===== src/rtl/dot_product_tm_pkg.sv =====
// Shared constants and width helpers for the time-multiplexed dot-product engine.
package dot_product_pkg;

    localparam logic [1:0] S_IDLE = 2'd0;
    localparam logic [1:0] S_RUN  = 2'd1;
    localparam logic [1:0] S_DONE = 2'd2;

    function automatic int clog2(input int v);
        int r;
        r = 0;
        while ((1 << r) < v) r++;
        return r;
    endfunction

    // Sum of NDATA full-width products never needs more than clog2(NDATA) guard bits.
    function automatic int acc_width(input int nbits, input int ndata);
        return 2 * nbits + clog2(ndata);
    endfunction

endpackage


===== src/rtl/dot_product_tm_if.sv =====
// Operand / result handshake bundle between a producer and the dot-product engine.
interface dot_product_tm_if
    import dot_product_pkg::*;
#(
    parameter int NBITS = 4,
    parameter int NDATA = 8
);
    localparam int ACCW = acc_width(NBITS, NDATA);

    logic                     in_valid;
    logic                     in_ready;
    logic                     is_signed;
    logic [NDATA*NBITS-1:0]   a;
    logic [NDATA*NBITS-1:0]   b;
    logic                     out_valid;
    logic                     out_ready;
    logic [NDATA*2*NBITS-1:0] prod_out;
    logic [ACCW-1:0]          dot_out;

    modport master (
        output in_valid, is_signed, a, b, out_ready,
        input  in_ready, out_valid, prod_out, dot_out
    );

    modport slave (
        input  in_valid, is_signed, a, b, out_ready,
        output in_ready, out_valid, prod_out, dot_out
    );

endinterface


===== src/rtl/dot_product_tm_lane_mult.sv =====
// L parallel NBITS x NBITS multipliers with a shared signed/unsigned mode and their widened sum.
module lane_mult
    import dot_product_pkg::*;
#(
    parameter int NBITS = 4,
    parameter int L     = 4,
    parameter int ACCW  = 11
) (
    input  logic                   is_signed,
    input  logic [L*NBITS-1:0]     a,
    input  logic [L*NBITS-1:0]     b,
    output logic [L*2*NBITS-1:0]   prod,
    output logic [ACCW-1:0]        sum
);

    logic [L-1:0][2*NBITS-1:0] p;

    for (genvar i = 0; i < L; i++) begin : g_lane
        logic signed [NBITS:0] ae, be;
        // One extra bit carries the sign in signed mode and a zero in unsigned mode.
        assign ae   = {is_signed & a[i*NBITS+NBITS-1], a[i*NBITS +: NBITS]};
        assign be   = {is_signed & b[i*NBITS+NBITS-1], b[i*NBITS +: NBITS]};
        assign p[i] = (2*NBITS)'(ae) * (2*NBITS)'(be);
    end

    assign prod = p;

    always_comb begin
        sum = '0;
        for (int i = 0; i < L; i++)
            sum = sum + {{(ACCW-2*NBITS){is_signed & p[i][2*NBITS-1]}}, p[i]};
    end

endmodule


===== src/rtl/dot_product_tm.sv =====
// Time-multiplexed scalar-product engine: NDATA/NMUL lanes per pass over NMUL passes,
// returning the product vector and the accumulated sum behind a valid/ready handshake.
module dot_product_tm
    import dot_product_pkg::*;
#(
    parameter int NBITS = 4,
    parameter int NDATA = 8,
    parameter int NMUL  = 2
) (
    input  logic             clk,
    input  logic             reset,
    dot_product_tm_if.slave  bus
);

    localparam int L    = NDATA / NMUL;
    localparam int ACCW = acc_width(NBITS, NDATA);
    localparam int OW   = NDATA * NBITS;
    localparam int PW   = NDATA * 2 * NBITS;
    localparam int CW   = (NMUL > 1) ? clog2(NMUL) : 1;

    if (NDATA % NMUL != 0) begin : g_bad_nmul
        $error("NDATA must be a multiple of NMUL");
    end

    logic [1:0]       state_q;
    logic             in_ready_q;
    logic [CW-1:0]    cnt_q;
    logic             sgn_q;
    logic [OW-1:0]    a_q, b_q;
    logic [PW-1:0]    prod_q;
    logic [ACCW-1:0]  acc_q;

    logic [L*2*NBITS-1:0] lane_prod;
    logic [ACCW-1:0]      lane_sum;

    lane_mult #(.NBITS(NBITS), .L(L), .ACCW(ACCW)) u_lane_mult (
        .is_signed (sgn_q),
        .a         (a_q[L*NBITS-1:0]),
        .b         (b_q[L*NBITS-1:0]),
        .prod      (lane_prod),
        .sum       (lane_sum)
    );

    always_ff @(posedge clk or posedge reset) begin
        if (reset) begin
            state_q    <= S_IDLE;
            in_ready_q <= 1'b0;
            cnt_q      <= '0;
            sgn_q      <= 1'b0;
            a_q        <= '0;
            b_q        <= '0;
            prod_q     <= '0;
            acc_q      <= '0;
        end else begin
            case (state_q)
                S_IDLE: begin
                    in_ready_q <= 1'b1;
                    if (bus.in_valid && in_ready_q) begin
                        a_q        <= bus.a;
                        b_q        <= bus.b;
                        sgn_q      <= bus.is_signed;
                        acc_q      <= '0;
                        cnt_q      <= '0;
                        in_ready_q <= 1'b0;
                        state_q    <= S_RUN;
                    end
                end
                S_RUN: begin
                    // New lane products enter at the top so element i ends in slot i.
                    prod_q <= (prod_q >> (L*2*NBITS)) | (PW'(lane_prod) << ((NDATA-L)*2*NBITS));
                    acc_q  <= acc_q + lane_sum;
                    a_q    <= a_q >> (L*NBITS);
                    b_q    <= b_q >> (L*NBITS);
                    cnt_q  <= cnt_q + 1'b1;
                    if (cnt_q == CW'(NMUL-1)) state_q <= S_DONE;
                end
                S_DONE: begin
                    if (bus.out_ready) begin
                        state_q    <= S_IDLE;
                        in_ready_q <= 1'b1;
                    end
                end
                default: state_q <= S_IDLE;
            endcase
        end
    end

    assign bus.in_ready  = in_ready_q;
    assign bus.out_valid = (state_q == S_DONE);
    assign bus.prod_out  = prod_q;
    assign bus.dot_out   = acc_q;

endmodule

===== src/flat_wrapper.sv =====
// flat-port wrapper written by rule: the top's interface ports become plain ports
module dot_product_tm_flat import dot_product_pkg::*;
#(
    parameter int NBITS = 4,
    parameter int NDATA = 8,
    parameter int NMUL  = 2
)
  (clk, reset, bus_in_valid, bus_is_signed, bus_a, bus_b, bus_out_ready, bus_in_ready, bus_out_valid, bus_prod_out, bus_dot_out);
  dot_product_tm_if #(.NBITS(NBITS), .NDATA(NDATA)) bus_i ();
  input  logic clk;
  input  logic reset;
  input wire logic [$bits(bus_i.in_valid)-1:0] bus_in_valid;
  input wire logic [$bits(bus_i.is_signed)-1:0] bus_is_signed;
  input wire logic [$bits(bus_i.a)-1:0] bus_a;
  input wire logic [$bits(bus_i.b)-1:0] bus_b;
  input wire logic [$bits(bus_i.out_ready)-1:0] bus_out_ready;
  output wire logic [$bits(bus_i.in_ready)-1:0] bus_in_ready;
  output wire logic [$bits(bus_i.out_valid)-1:0] bus_out_valid;
  output wire logic [$bits(bus_i.prod_out)-1:0] bus_prod_out;
  output wire logic [$bits(bus_i.dot_out)-1:0] bus_dot_out;
  assign bus_i.in_valid = bus_in_valid;
  assign bus_i.is_signed = bus_is_signed;
  assign bus_i.a = bus_a;
  assign bus_i.b = bus_b;
  assign bus_i.out_ready = bus_out_ready;
  assign bus_in_ready = bus_i.in_ready;
  assign bus_out_valid = bus_i.out_valid;
  assign bus_prod_out = bus_i.prod_out;
  assign bus_dot_out = bus_i.dot_out;
  dot_product_tm #(.NBITS(NBITS), .NDATA(NDATA), .NMUL(NMUL)) u_core (.clk(clk), .reset(reset), .bus(bus_i));
endmodule

===== config.mk =====
export PLATFORM = sky130hd
export DESIGN_NAME = dot_product_tm_flat
export DESIGN_NICKNAME = d
export VERILOG_FILES = /design/src/rtl/dot_product_tm_pkg.sv /design/src/rtl/dot_product_tm_if.sv /design/src/rtl/dot_product_tm_lane_mult.sv /design/src/rtl/dot_product_tm.sv /design/src/flat_wrapper.sv
export SDC_FILE = /design/constraint.sdc
export NUM_CORES = 1
export LEC_CHECK = 0
export CORE_ASPECT_RATIO = 0.75
export CORE_MARGIN = 2
export CORE_UTILIZATION = 55
export DETAILED_ROUTE_END_ITERATION = 8
export PLACE_DENSITY = 0.92
export SLEW_MARGIN = 15
export SYNTH_ARGS = -nofsm -noshare
export SYNTH_HDL_FRONTEND = slang
export SYNTH_HIERARCHICAL = 1
export SYNTH_SLANG_ARGS = --single-unit

===== constraint.sdc =====
create_clock -name clk -period 7.9 [get_ports clk]
set_clock_uncertainty 0.2 [all_clocks]
set_input_delay 1.975 -clock clk [delete_from_list [all_inputs] [get_ports clk]]
set_output_delay 1.975 -clock clk [all_outputs]
set_load 0.03 [all_outputs]

Yosys cells after proc, flatten, opt, wreduce, memory -nomap -nowiden
Cells that the tools add are included.
- magnitude comparators: 0
- reductions and logical operators: 8
- divide/modulo/power cells: 0
- equal/unequal tests: 5
- multipliers: 4
- shift-type cells: 0
- bitwise operators: 13
- muxes and demuxes: 15
- add/sub/neg operators: 5
- operators with widths (operator ; number):
    32-bit one-hot mux with 2 select lines ; 2
    32-bit 2-to-1 mux ; 2
    32-bit by 64-bit bitwise OR with 64-bit output ; 1
    5-bit by 5-bit multiplier with 8-bit output ; 4
    11-bit adder ; 2
    11-bit one-hot mux with 2 select lines ; 1
    1-bit bitwise AND ; 12
    10-bit by 9-bit adder with 11-bit output ; 1
    11-bit 2-to-1 mux ; 1
    9-bit by 9-bit adder with 10-bit output ; 1
    2-bit 2-to-1 mux ; 3
    2-bit one-hot mux with 3 select lines ; 1
    2-bit AND reduction ; 3
    2-bit by 1-bit inequality test with 1-bit output, second input constant ; 2
    1-bit one-hot mux with 2 select lines ; 2
    2-bit nonzero test ; 2
    1-bit 2-to-1 mux ; 3
    3-bit AND reduction ; 1
    2-bit by 1-bit equality test with 1-bit output, second input constant ; 1
    2-bit equality test, second input constant ; 1
    2-bit logical NOT ; 1
    2-bit inequality test, second input constant ; 1
    1-bit adder, second input constant ; 1
    1-bit logical AND ; 1
- memory bits (read-only): 0
- bits in writable memories: 0
- bits in registers: 144
- word-level logic and storage cells: 58
- memories kept: 0
- latch bits: 0
- bits of input ports: 69

Logic depth before layout (Yosys ltp)
- depth after elaboration: 8
- gate-level depth with buffers: 28
- mapped depth without buffers: 28

Hierarchy
Netlist, hierarchy kept.
- by module, submodules not included (module ; seq. area each (um^2) ; cells an instance ; instances ; area each (um^2)):
    dot_product_tm ; 3603.5 ; 592 ; 1 ; 5808.1
    lane_mult ; 0.0 ; 415 ; 1 ; 3668.5

Least setup slack after synthesis
OpenSTA, ideal clock, no wires.
- kind: flip-flop to flip-flop
- from: reg u_core.sgn_q
- to: reg u_core.acc_q[10] (netlist: u_core/bus.dot_out[10])
- clock period less this slack: 7046 ps
- data required time: 7574 ps
- data arrival time: 6720 ps
- slack: 854 ps
- path buffers: 1
- stages on the path, launching flop included: 26
- cell sequence: dfrtp_1 -> clkbuf_1 -> nand2_1 -> or2_2 -> fa_1 -> fa_1 -> inv_1 -> fa_1 -> fa_1 -> a21o_1 -> a21oi_1 -> xnor2_2 -> nand2_1 -> fa_1 -> inv_1 -> fa_1 -> ha_1 -> a21oi_1 -> a21oi_1 -> xor2_1 -> ha_1 -> a21oi_1 -> o21ai_0 -> or3_1 -> and2_0 -> a221o_1
- word-level cells in the longest chain between the ends: 8
- elaborated cells on any way between the ends: 21
- ends and longest elaborated chain (what ; RTL line ; RTL):
    start, declared ; dot_product_tm.sv:28 ; logic sgn_q;
    start signal, assigned ; dot_product_tm.sv:61 ; sgn_q <= bus.is_signed;
    1-bit bitwise AND (on tied branches) ; dot_product_tm_lane_mult.sv:21, dot_product_tm_lane_mult.sv:22 ;
    5-bit by 5-bit multiplier with 8-bit output * ; dot_product_tm_lane_mult.sv:23 ; assign p[i] = (2*NBITS)'(ae) * (2*NBITS)'(be);
    net u_core.lane_prod[7] ; dot_product_tm.sv:33 ; logic [L*2*NBITS-1:0] lane_prod;
    1-bit bitwise AND ; dot_product_tm_lane_mult.sv:31 ; sum = sum + {{(ACCW-2*NBITS){is_signed & p[i][2*NBITS-1]}}, p[i]};
    9-bit by 9-bit adder with 10-bit output * ; dot_product_tm_lane_mult.sv:31 ;
    10-bit by 9-bit adder with 11-bit output * ; dot_product_tm_lane_mult.sv:31 ;
    11-bit adder * ; dot_product_tm_lane_mult.sv:31 ;
    net u_core.lane_sum[9] ; dot_product_tm.sv:34 ; logic [ACCW-1:0] lane_sum;
    11-bit adder * ; dot_product_tm.sv:71 ; acc_q <= acc_q + lane_sum;
    11-bit one-hot mux with 2 select lines * ; dot_product_tm.sv:55 ; case (state_q)
    end signal, assigned ; dot_product_tm.sv:71 ;
    end, declared ; dot_product_tm.sv:31 ; logic [ACCW-1:0] acc_q;
The timed path passes the listed nets; every way through them passes the cells marked *.
A chain may end at the register's enable or synchronous reset.

Final worst setup path
- from: reg u_core.sgn_q
- to: reg u_core.acc_q[10] (netlist: u_core/bus.dot_out[10])
- elaborated cells on any way between the ends: 21
- RTL lines (what ; RTL line):
    1-bit bitwise AND (on tied branches) ; dot_product_tm_lane_mult.sv:21, dot_product_tm_lane_mult.sv:22
    5-bit by 5-bit multiplier with 8-bit output * ; dot_product_tm_lane_mult.sv:23
    net u_core.lane_prod[31] ; dot_product_tm.sv:33
    1-bit bitwise AND ; dot_product_tm_lane_mult.sv:31
    11-bit adder * ; dot_product_tm_lane_mult.sv:31
    net u_core.lane_sum[9] ; dot_product_tm.sv:34
    11-bit adder * ; dot_product_tm.sv:71
    11-bit one-hot mux with 2 select lines * ; dot_product_tm.sv:55
Marked as above.

==> out/results.txt <==
synth unique cells = 46
asr flop ratio synth = 100%
clk slew on worst S/H paths = 0.06 ns
Final Hold Viols = 0
Wirelength per Cell = 16.4 µm
Post-synth top cells = nand2_1 (234), dfrtp_1 (144), inv_1 (101), nor2_1 (80), ha_1 (69)
Root Driver = clkbuf_16
CP max-delay cell = fa_1
DP HPWL = 16700 µm
# diodes = 0
total track usage = 25.7%
Worst Tran Pin Value = 1.18 ns
crit end category = register
Cell Rows = 41
Syn Nets = 1212
worst path bufs/invs = 4
period utilization = 93.9%
mapped cell area = 9480 µm²
Routed WL = 22500 µm
DRC Markers = 0
CP startpoint kind = register
Top FF cell, synth = dfrtp_1
Synth warnings = 6
EDFF count, synth = 0
Antenna Nets Post-Route = 0
Worst-Skew Late Latency = 0.42 ns
most used cell, CP = fa_1
clk buf depth = 2
DRT iter0 DRCs = 515
Buffers on Ports = 145
TritonCTS clock tree = yes
CP arrival = 7.53 ns
Crit Path Max Fanout = 14
die area = 18300 µm²
Max Slew Vio Count = 0
Avg Inst Size Synth = 9.41 µm²
Slew HR = 21.3%
synthesized instance count = 1007
multi-input logic area = 5360 µm²
Fin Setup TNS = 0 ns
Nets = 1345
fill count = 1181
fmax = 135 MHz
Setup Viol. Count Final = 0
initial core utilization = 56.3%
register area = 3600 µm²
Synth area leaders = dfrtp_1 (38%), fa_1 (14%), nand2_1 (9.3%), ha_1 (9.1%), inv_1 (4.0%)
Pre-Repair DR Iteration Count = 5
drt via density = 5.48
initial antenna violation count = 0
Area Growth Syn to Fin = 23.4%
pin count of the biggest net entering global routing = 107
#FFs+latches synth = 144
CP Data Required Time = 8.01 ns
GP Congestion = 0.892
share of the synthesized area in the top cell type = 38.0%
Chip Width = 156 µm
Die H = 118 µm
Setup CP Type = reg2reg
layout cells sized above 1 = 5.12%
via count = 7494
delay-heaviest family, CP = adder cells
Tightest Hold Check Type = reg2reg
# hold bufs at CTS = 0
most frequent cell after synthesis = nand2_1
sequential element share of the synthesized area = 38.0%
min cycle time layout = 7.42 ns
gr ovfl total = 0
slowest stage delay, CP = 0.57 ns
status = finished, final reports clean
MaxCap Viol Count = 0
H-tree depth = 4
post-synth top area cell = dfrtp_1
Top Ports = 146
RSZ-0062 raised after global routing = no
number of global-route vias before repair = 7391
core box area = 16800 µm²
Num CTS Buffers = 17
first-pass GRT wire length = 37600 µm
clock sink count = 144
## what timing repair did
item                                    in CTS  in global routing
endpoints found under the setup margin       0                  1
buffers inserted                             0                  0
hold endpoints to repair                     0                  0
resized for setup                            0                  1
## worst register-to-register path: stages (launching register included)
cell and delay [ns]:
dfrtp_2 0.50, buf_4 0.24, and3_1 0.20, fa_1 0.51
inv_1 0.06, fa_1 0.55, fa_1 0.45, fa_1 0.43
inv_1 0.07, a21o_1 0.10, a21oi_1 0.07, xnor2_1 0.15
xnor2_1 0.33, nand2_1 0.13, fa_1 0.57, inv_1 0.08
fa_1 0.49, ha_1 0.35, a21oi_1 0.18, a21oi_1 0.08
xor2_1 0.17, ha_1 0.34, a21oi_1 0.13, o21ai_0 0.10
or3_1 0.37, and2_0 0.16, a221o_1 0.29
## sequential cells by signal (all words and copies together), names as in the netlist
name / flops
u_core/state_q: 2
u_core/bus.in_ready: 1
u_core/sgn_q: 1
u_core/bus.dot_out: 11
u_core/b_q: 32
u_core/a_q: 32
u_core/bus.prod_out: 64
u_core/cnt_q: 1
## worst paths after layout
kind | start | endpoint | slack, ns | cells after the start
max | u_core/sgn_q | u_core/bus.dot_out[10] | 0.48 | 26
min | u_core/bus.prod_out[12] | u_core/bus.prod_out[12] | 0.27 | 2
max reg2reg | u_core/sgn_q | u_core/bus.dot_out[10] | 0.48 | 26
min reg2reg | u_core/bus.prod_out[12] | u_core/bus.prod_out[12] | 0.27 | 2
max in group asynchronous | reset | u_core/bus.prod_out[6] | 4.39 | 3
min in group asynchronous | reset | u_core/b_q[29] | 1.83 | 2
## cell type report
class	instances	share of cell area, %
Clock buffer	22	3.97
Clock inverter	9	0.941
Inverter	102	3.32
Multi-Input combinational cell	724	45.9
Sequential cell	144	30.8
Tap cell	215	2.30
Timing Repair Buffer	151	12.8
## stage by stage
| step | hold WS [ns] | setup slack, ns | instance area, µm² | utilization (%) | cells |
|---|---|---|---|---|---|
| finish | 0.270 | 0.478 | 11700 | 69.5 | 1367 |
| global route | 0.302 | 0.138 | 11700 | 69.5 | 1367 |
| CTS | 0.276 | 0.397 | 11700 | 69.5 | 1367 |
| detailed placement | 0.262 | 0.410 | 11100 | 66.1 | 1336 |
| global placement | 0.257 | 0.713 | 11100 | 66.1 | 1336 |
| floorplan | 0.261 | 0.854 | 9480 | - | 1007 |
## routing by layer
metal | track usage, % | vias up | routed length (µm)
li1 | - | 3502 | -
met1 | 38.4 | 3655 | 10300
met2 | 37.9 | 316 | 10100
met3 | 6.66 | 21 | 1760
met4 | 5.56 | 0 | 247
met5 | 0 | - | 0
## placed cells by master (no fill, tap or decap), types with 5 or more instances in the layout
master           netlist  final
nand2_1              234    234
clkdlybuf4s50_1        0    145
dfrtp_1              144    143
inv_1                101    100
nor2_1                80     78
ha_1                  69     69
fa_1                  67     67
and2_1                50     50
xnor2_1               36     36
a22o_1                34     34
o22ai_1               32     32
a21oi_1               24     24
clkbuf_16              0     17
xor2_1                13     13
a21o_1                11     11
and3_1                 9      9
o21ai_1                8      8
or2_2                  7      7
buf_4                  0      6
nor2b_1                5      5
nand2b_1               6      5
o21ai_0                5      5
## cell families after synthesis
group	after synthesis	share of synthesized area (%)
AO/OA/AOI/OAI	127	9.28
XOR/XNOR	51	4.87
adder cells (fa/ha/maj)	136	23.3
buffers and inverters	139	5.61
flip-flops	144	38.0
AND/OR/NAND/NOR	410	18.9
Power is not shown: default switching activity piles up to over one toggle a cycle in this logic, so the estimate is an artifact.
==> RTL edit 1, RTL diff (config.mk and constraints unchanged) <==
`NMUL` is set to 2 in 2 places; all go to 1.
--- a/src/rtl/dot_product_tm.sv
+++ b/src/rtl/dot_product_tm.sv
@@ -5,7 +5,7 @@
 #(
     parameter int NBITS = 4,
     parameter int NDATA = 8,
-    parameter int NMUL  = 2
+    parameter int NMUL  = 1
 ) (
     input  logic             clk,
     input  logic             reset,
--- a/src/flat_wrapper.sv
+++ b/src/flat_wrapper.sv
@@ -3,7 +3,7 @@
 #(
     parameter int NBITS = 4,
     parameter int NDATA = 8,
-    parameter int NMUL  = 2
+    parameter int NMUL  = 1
 )
   (clk, reset, bus_in_valid, bus_is_signed, bus_a, bus_b, bus_out_ready, bus_in_ready, bus_out_valid, bus_prod_out, bus_dot_out);
   dot_product_tm_if #(.NBITS(NBITS), .NDATA(NDATA)) bus_i ();
Formal check against the unedited RTL: not equivalent (a bounded check fails within 4 cycles, from zero or initial values and one cycle with reset high).
==> RTL edit 1 against the original RTL <==
The flow now finishes with violations (negative setup slack). Design area is 42% higher. Non-clock buffer count is 99 higher. Sequential cell count stayed put. Routed wire length is 77% higher. Area after synthesis is 37% higher. First-iteration DRC count is 140% higher. Maximum frequency is 10% lower. Via count is 48% higher. Setup slack worse by 830 ps. Critical path type unchanged. Largest cell class unchanged.
Power is left out: the tool's default activity adds up to more than one toggle a clock period on the data nets, which glitch-free logic cannot reach.
==> RTL edit 1: results (changes against the original RTL) <==
Yosys:
- The compound-gate portion of the synthesized area is 8.085% (-1.2 points).
- In the synthesized netlist, the cells that appear most often are 264 x nand2_1, 232 x inv_1, 149 x fa_1, 144 x dfrtp_1, 120 x ha_1.
- By area the synthesized netlist is led by dfrtp_1 28%, fa_1 23%, ha_1 12%.
- The number of nets produced by synthesis came to 1689 (+39%).
- The sequential share of the synthesized area is 27.66% (-10 points).
- The adder-cell share of the synthesized area is 34.49% (+11 points).
- The mux contribution to synthesized area is 0.1632% (+0.16 points).
- The xor/xnor cell area share of the yosys netlist is 6.443% (+1.6 points).

Floorplan:
- The die outline area was 24950 um^2 (+36%).

Timing:
- The pin slew with the least headroom to its limit is 905.4 ps (-275.4 ps).
- The final critical-path setup slack is -353.2 ps (-831.7 ps).
- The number of failing setup endpoints in the final timing report is 3 (+3).

Layout:
- The share of layout cells above drive strength 1 is 16.40% (+11 points).
- The net total in the final layout is 1923 (+43%).

Route:
- The number of DRC markers after the initial detailed-route iteration is 1224 (+140%).
- The number of vias after detailed routing was 11090 (+48%).
- The routed wire length is 39710 um (+77%).

Critical path:
- The biggest fanout along the worst timing path is 7 (-7).
- The largest incremental delay on the critical path came to 550 ps (-20 ps).
- The data arrival time at the worst-slack endpoint is 8390 ps (+860 ps).

Placement:
- The estimated wirelength of the detail-placed design was 26410 um (+58%).
- The global placement routability congestion came to 0.9077 (+1.7%).
- The instance area after placement came to 15310 um^2 (+38%).
- The pre-CTS worst setup slack is -293.6 ps (-703.2 ps).

Global route:
- The global-route usage over all layers is 31.19% (+5.5 points).
- The pin count of the biggest net entering global routing is 80 (-25%).
- The global-route wire length before repair is 59360 um (+58%).

Min path:
- The startpoint identified for the worst hold timing path is u_core/bus.prod_out[39]$_DFFE_PP0P_.

Clocking:
- The latest clock arrival within the worst-skew pair is 450 ps (+30 ps).

Outcome:
- The run finished, with violations left.
- The final reports fail on negative setup slack.
[RTL edit 1: cell type report]
| type | count | area, um^2 | share of cell area (%) |
|---|---|---|---|
| Inverter | 233 | 879.6 | 5.295 |
| Tap cell | 300 | 375.4 | 2.260 |
| Sequential cell | 144 | 3606 | 21.71 |
| Timing Repair Buffer | 250 | 2266 | 13.64 |
| Multi-Input combinational cell | 939 | 8904 | 53.60 |
| Clock buffer | 19 | 442.9 | 2.666 |
| Clock inverter | 13 | 137.6 | 0.8286 |
[RTL edit 1: what timing repair did]
action | CTS | global route
resized for setup | 57 | 60
setup buffers | 11 | 20
pin swaps | 67 | 69
gates cloned | 1 | 0
setup endpoints to repair | 2 | 2
hold endpoints to repair | 0 | 0
[RTL edit 1: how the worst max path moves through the flow]
stage,slack (ps),depth (start not counted),from,to
final,-350,30,u_core/sgn_q$_DFFE_PP0P_,u_core/bus.dot_out[10]$_DFFE_PP0P_
after global routing,-600,30,u_core/sgn_q$_DFFE_PP0P_,u_core/bus.dot_out[10]$_DFFE_PP0P_
after CTS,5,28,u_core/sgn_q$_DFFE_PP0P_,u_core/bus.dot_out[10]$_DFFE_PP0P_
after detailed placement,-290,29,u_core/sgn_q$_DFFE_PP0P_,u_core/bus.dot_out[10]$_DFFE_PP0P_
after global placement,20,29,u_core/sgn_q$_DFFE_PP0P_,u_core/bus.dot_out[10]$_DFFE_PP0P_
after floorplan,5,31,u_core/sgn_q$_DFFE_PP0P_,u_core/bus.dot_out[10]$_DFFE_PP0P_
[RTL edit 1: critical path, delay by kind of cell, from the launching register on]
| family | cells | cell delay (ps) |
|---|---|---|
| buffers and inverters | 9 | 950 |
| adder cells (fa/ha/maj) | 10 | 4400 |
| AND/OR/NAND/NOR | 4 | 790 |
| XOR/XNOR | 2 | 490 |
| AO/OA/AOI/OAI | 5 | 920 |
| flip-flops | 1 | 410 |
[RTL edit 1: stage by stage]
step / cells / hold WS, ps / utilization [%]
2_1_floorplan: 1351 / 270.1 / -
3_3_place_gp: 1837 / 257.5 / 66.22
3_5_place_dp: 1837 / 263.1 / 66.22
4_1_cts: 1881 / 280.5 / 70.45
5_1_grt: 1898 / 293.8 / 71.84
6_report: 1898 / 279.2 / 71.84
[RTL edit 1: logic make-up (layout without fill, tap and decap cells)]
logic type,Yosys count,after routing
flip-flops,144,144
buffers and inverters,268,515
AO/OA/AOI/OAI,142,142
adder cells (fa/ha/maj),270,270
AND/OR/NAND/NOR,430,430
multiplexers,2,2
XOR/XNOR,95,95
[RTL edit 1: routing by layer]
metal	GRT usage, %	wire [um]	vias up
met1	39.14	14830	5478
met5	0	0	-
met2	52.55	19000	748
met4	14.77	2315	0
li1	-	-	4666
met3	6.450	3560	200
==> RTL edit 2, RTL diff (config.mk and constraints unchanged) <==
Made on the original files. Make the reset (`reset`) synchronous in one clocked block.
--- a/src/rtl/dot_product_tm.sv
+++ b/src/rtl/dot_product_tm.sv
@@ -41,7 +41,7 @@
         .sum       (lane_sum)
     );
 
-    always_ff @(posedge clk or posedge reset) begin
+    always_ff @(posedge clk) begin
         if (reset) begin
             state_q    <= S_IDLE;
             in_ready_q <= 1'b0;
Check against the original RTL: differs if reset is asserted again (counterexample within 4 cycles, from zero or initial values and one cycle with reset high); with reset held inactive, the same outputs for 4 cycles.
==> RTL edit 2 against the original RTL <==
Area after synthesis fell by 1.7%. Maximum frequency fell by 1.9%. Design area fell by 2.0%. Critical endpoint is now u_core/bus.dot_out[9]$_SDFFE_PP0P_. Routed wire length up 6.8%. Non-clock buffer count did not move. Sequential cell count unchanged. Setup slack worse by 150 ps.
Power is left out: it rests on default switching activity, and per cell area and clock period it moved more than threefold.
==> RTL edit 2: results (changes against the original RTL) <==
Yosys:
- The number of enable flip-flop cells after synthesis is 0 (unchanged).
- The async set or reset register ratio after synthesis came to 0% (-100 points).
- The sequential share of the synthesized area is 30.94% (-7.1 points).
- The number of nets produced by synthesis is 1309 (+8.0%).
- After synthesis, the cell types taking the most area are dfxtp_1 31%, fa_1 14%, ha_1 9.3%.
- Ranked by instance count, the synthesized netlist is headed by 230 x nand2_1, 144 x dfxtp_1, 115 x inv_1, 83 x a21oi_1, 81 x nor2_1.
- The number of warnings reported in the yosys synthesis log came to 6 (unchanged).
- The count of cell types in the netlist is 52 (+13%).

Global route:
- The via count of the first global-routing pass came to 7813 (+5.7%).
- The sum of overflow across all layers after global routing came to 0 (unchanged).
- The initial antenna violation count is 0 (unchanged).
- The global-route wire length before repair is 38350 um (+2.1%).
- The pin count of the biggest net entering global routing came to 104 (-2.8%).
- The global-route usage over all layers came to 26.93% (+1.3 points).

Layout:
- The flip-flop count of the largest register, all copies and words added was 64 (unchanged).
- The share of layout cells above drive strength 1 is 5.353% (+0.23 points).
- The number of fillers in the final layout is 1240 (+5.0%).
- The net total in the final layout is 1425 (+5.9%).
- The number of antenna diodes is 0 (unchanged).

Placement:
- The global placement routability congestion is 0.9890 (+11%).
- The pre-CTS worst setup slack is 317.2 ps (-92.40 ps).
- The count of buffers from port buffering is 145 (unchanged).
- The estimated wirelength of the detail-placed design is 17340 um (+3.7%).

Timing:
- The final-layout worst hold slack came to 255.1 ps (-15.25 ps).
- The remaining max-slew budget at the tightest pin is 26.15% (+4.9 points).
- The number of max-slew violations in the final report is 0 (unchanged).
- The final critical path time including I/O delays and setup was 7568 ps (+146.4 ps).

Critical path:
- The startpoint of the lowest-slack register-to-register path is u_core/b_q[7]$_SDFFE_PP0P_.
- The critical path in this run is classified as reg2reg.
- The worst reg-to-reg path cell count was 25 (-3.8%).
- The slack of the worst reg-to-reg path was 330 ps (-150 ps).
- The data arrival time at the worst-slack endpoint is 7690 ps (+160 ps).
- The destination of the worst register-to-register timing path is u_core/bus.dot_out[9]$_SDFFE_PP0P_.
- The biggest fanout along the worst timing path is 7 (-7).

Outcome:
- The run finished with clean final reports.

Route:
- The total iterations of the first detailed-routing run is 6 (+1).
- The number of DRC markers after the initial detailed-route iteration is 775 (+50%).
- The routed wire length is 23980 um (+6.8%).
- The vias per cell is 5.661 (+3.3%).

Clocking:
- The latest clock arrival within the worst-skew pair came to 440 ps (+20 ps).
- Clock tree synthesis selected as its root buffer the cell clkbuf_16.
- The total setup buffers inserted after CTS came to 0 (unchanged).
- The CTS clock-pin slew for the worst setup and hold paths is 60 ps (about the same).
- The maximum level of the CTS H-tree is 4 (unchanged).

Min path:
- In this run the worst hold path is classified as reg2reg.
==> RTL edit 2: changes by cell type in the layout (fill, tap and decap cells not counted), moves of 39 or more <==
cell,before,now
a21oi_1,24,83
a22oi_1,0,39
dfrtp_1,143,0
dfxtp_1,0,143
==> RTL edit 2: cell families after synthesis <==
kind of cell | synth area share (%)
flip-flops | 30.94
multiplexers | 0.2149
AND/OR/NAND/NOR | 19.23
buffers and inverters | 7.090
adder cells (fa/ha/maj) | 23.66
AO/OA/AOI/OAI | 13.99
XOR/XNOR | 4.874
==> RTL edit 2: worst min-delay path by stage <==
stage / from / endpoint / cells past startpoint
4_1_cts: u_core/bus.prod_out[6]$_SDFFE_PP0P_ / u_core/bus.prod_out[6]$_SDFFE_PP0P_ / 2
3_3_place_gp: u_core/bus.prod_out[29]$_SDFFE_PP0P_ / u_core/bus.prod_out[29]$_SDFFE_PP0P_ / 2
6_report: u_core/bus.prod_out[23]$_SDFFE_PP0P_ / u_core/bus.prod_out[23]$_SDFFE_PP0P_ / 2
2_1_floorplan: u_core/a_q[16]$_SDFFE_PP0P_ / u_core/a_q[0]$_SDFFE_PP0P_ / 2
3_5_place_dp: u_core/bus.prod_out[29]$_SDFFE_PP0P_ / u_core/bus.prod_out[29]$_SDFFE_PP0P_ / 2
5_1_grt: u_core/bus.prod_out[6]$_SDFFE_PP0P_ / u_core/bus.prod_out[6]$_SDFFE_PP0P_ / 2
==> RTL edit 2: metal layers <==
layer / global-route usage (%) / wire (um)
met1: 35.53 / 10350
met2: 43.98 / 10950
met3: 6.716 / 2293
met4: 9.074 / 386
met5: 0 / 0
==> RTL edit 2: timing repair <==
item | in CTS | in global routing
hold buffers | 0 | 0
gates resized for setup | 0 | 1
endpoints found under the setup margin | 0 | 2
==> RTL edit 2: worst max-delay path, cell delays in order (launching register included) <==
cell     delay [ps]
dfxtp_1         480
nand2_1         160
or2_2           320
fa_1            530
fa_1            440
fa_1            500
inv_1            50
ha_1            320
a21o_1          190
a21oi_1         160
xor2_1          110
xnor2_1         410
xor2_1          130
ha_1            310
inv_1            50
fa_1            500
inv_1            40
ha_1            240
or4_1           490
and3_1          250
xor2_1          160
ha_1            360
and3_2          230
and3_1          160
or4_1           400
a32o_1          250
==> RTL edit 2: area by class of cell <==
type                       count  area [um^2]  share of cell area, %
timing repair buffer         151         1494                  13.03
sequential                   144         2884                  25.16
inverter                     115        431.7                  3.765
tap                          215        269.0                  2.346
clock inverter                14        153.9                  1.342
multi-input combinational    791         5803                  50.62
clock buffer                  18        429.2                  3.743
==> RTL edit 2: per-stage QoR <==
step	instances	cell area [um^2]
floorplan	1104	9318
finish	1448	11460
detailed placement	1416	10880
global placement	1416	10880
global route	1448	11460
CTS	1448	11460
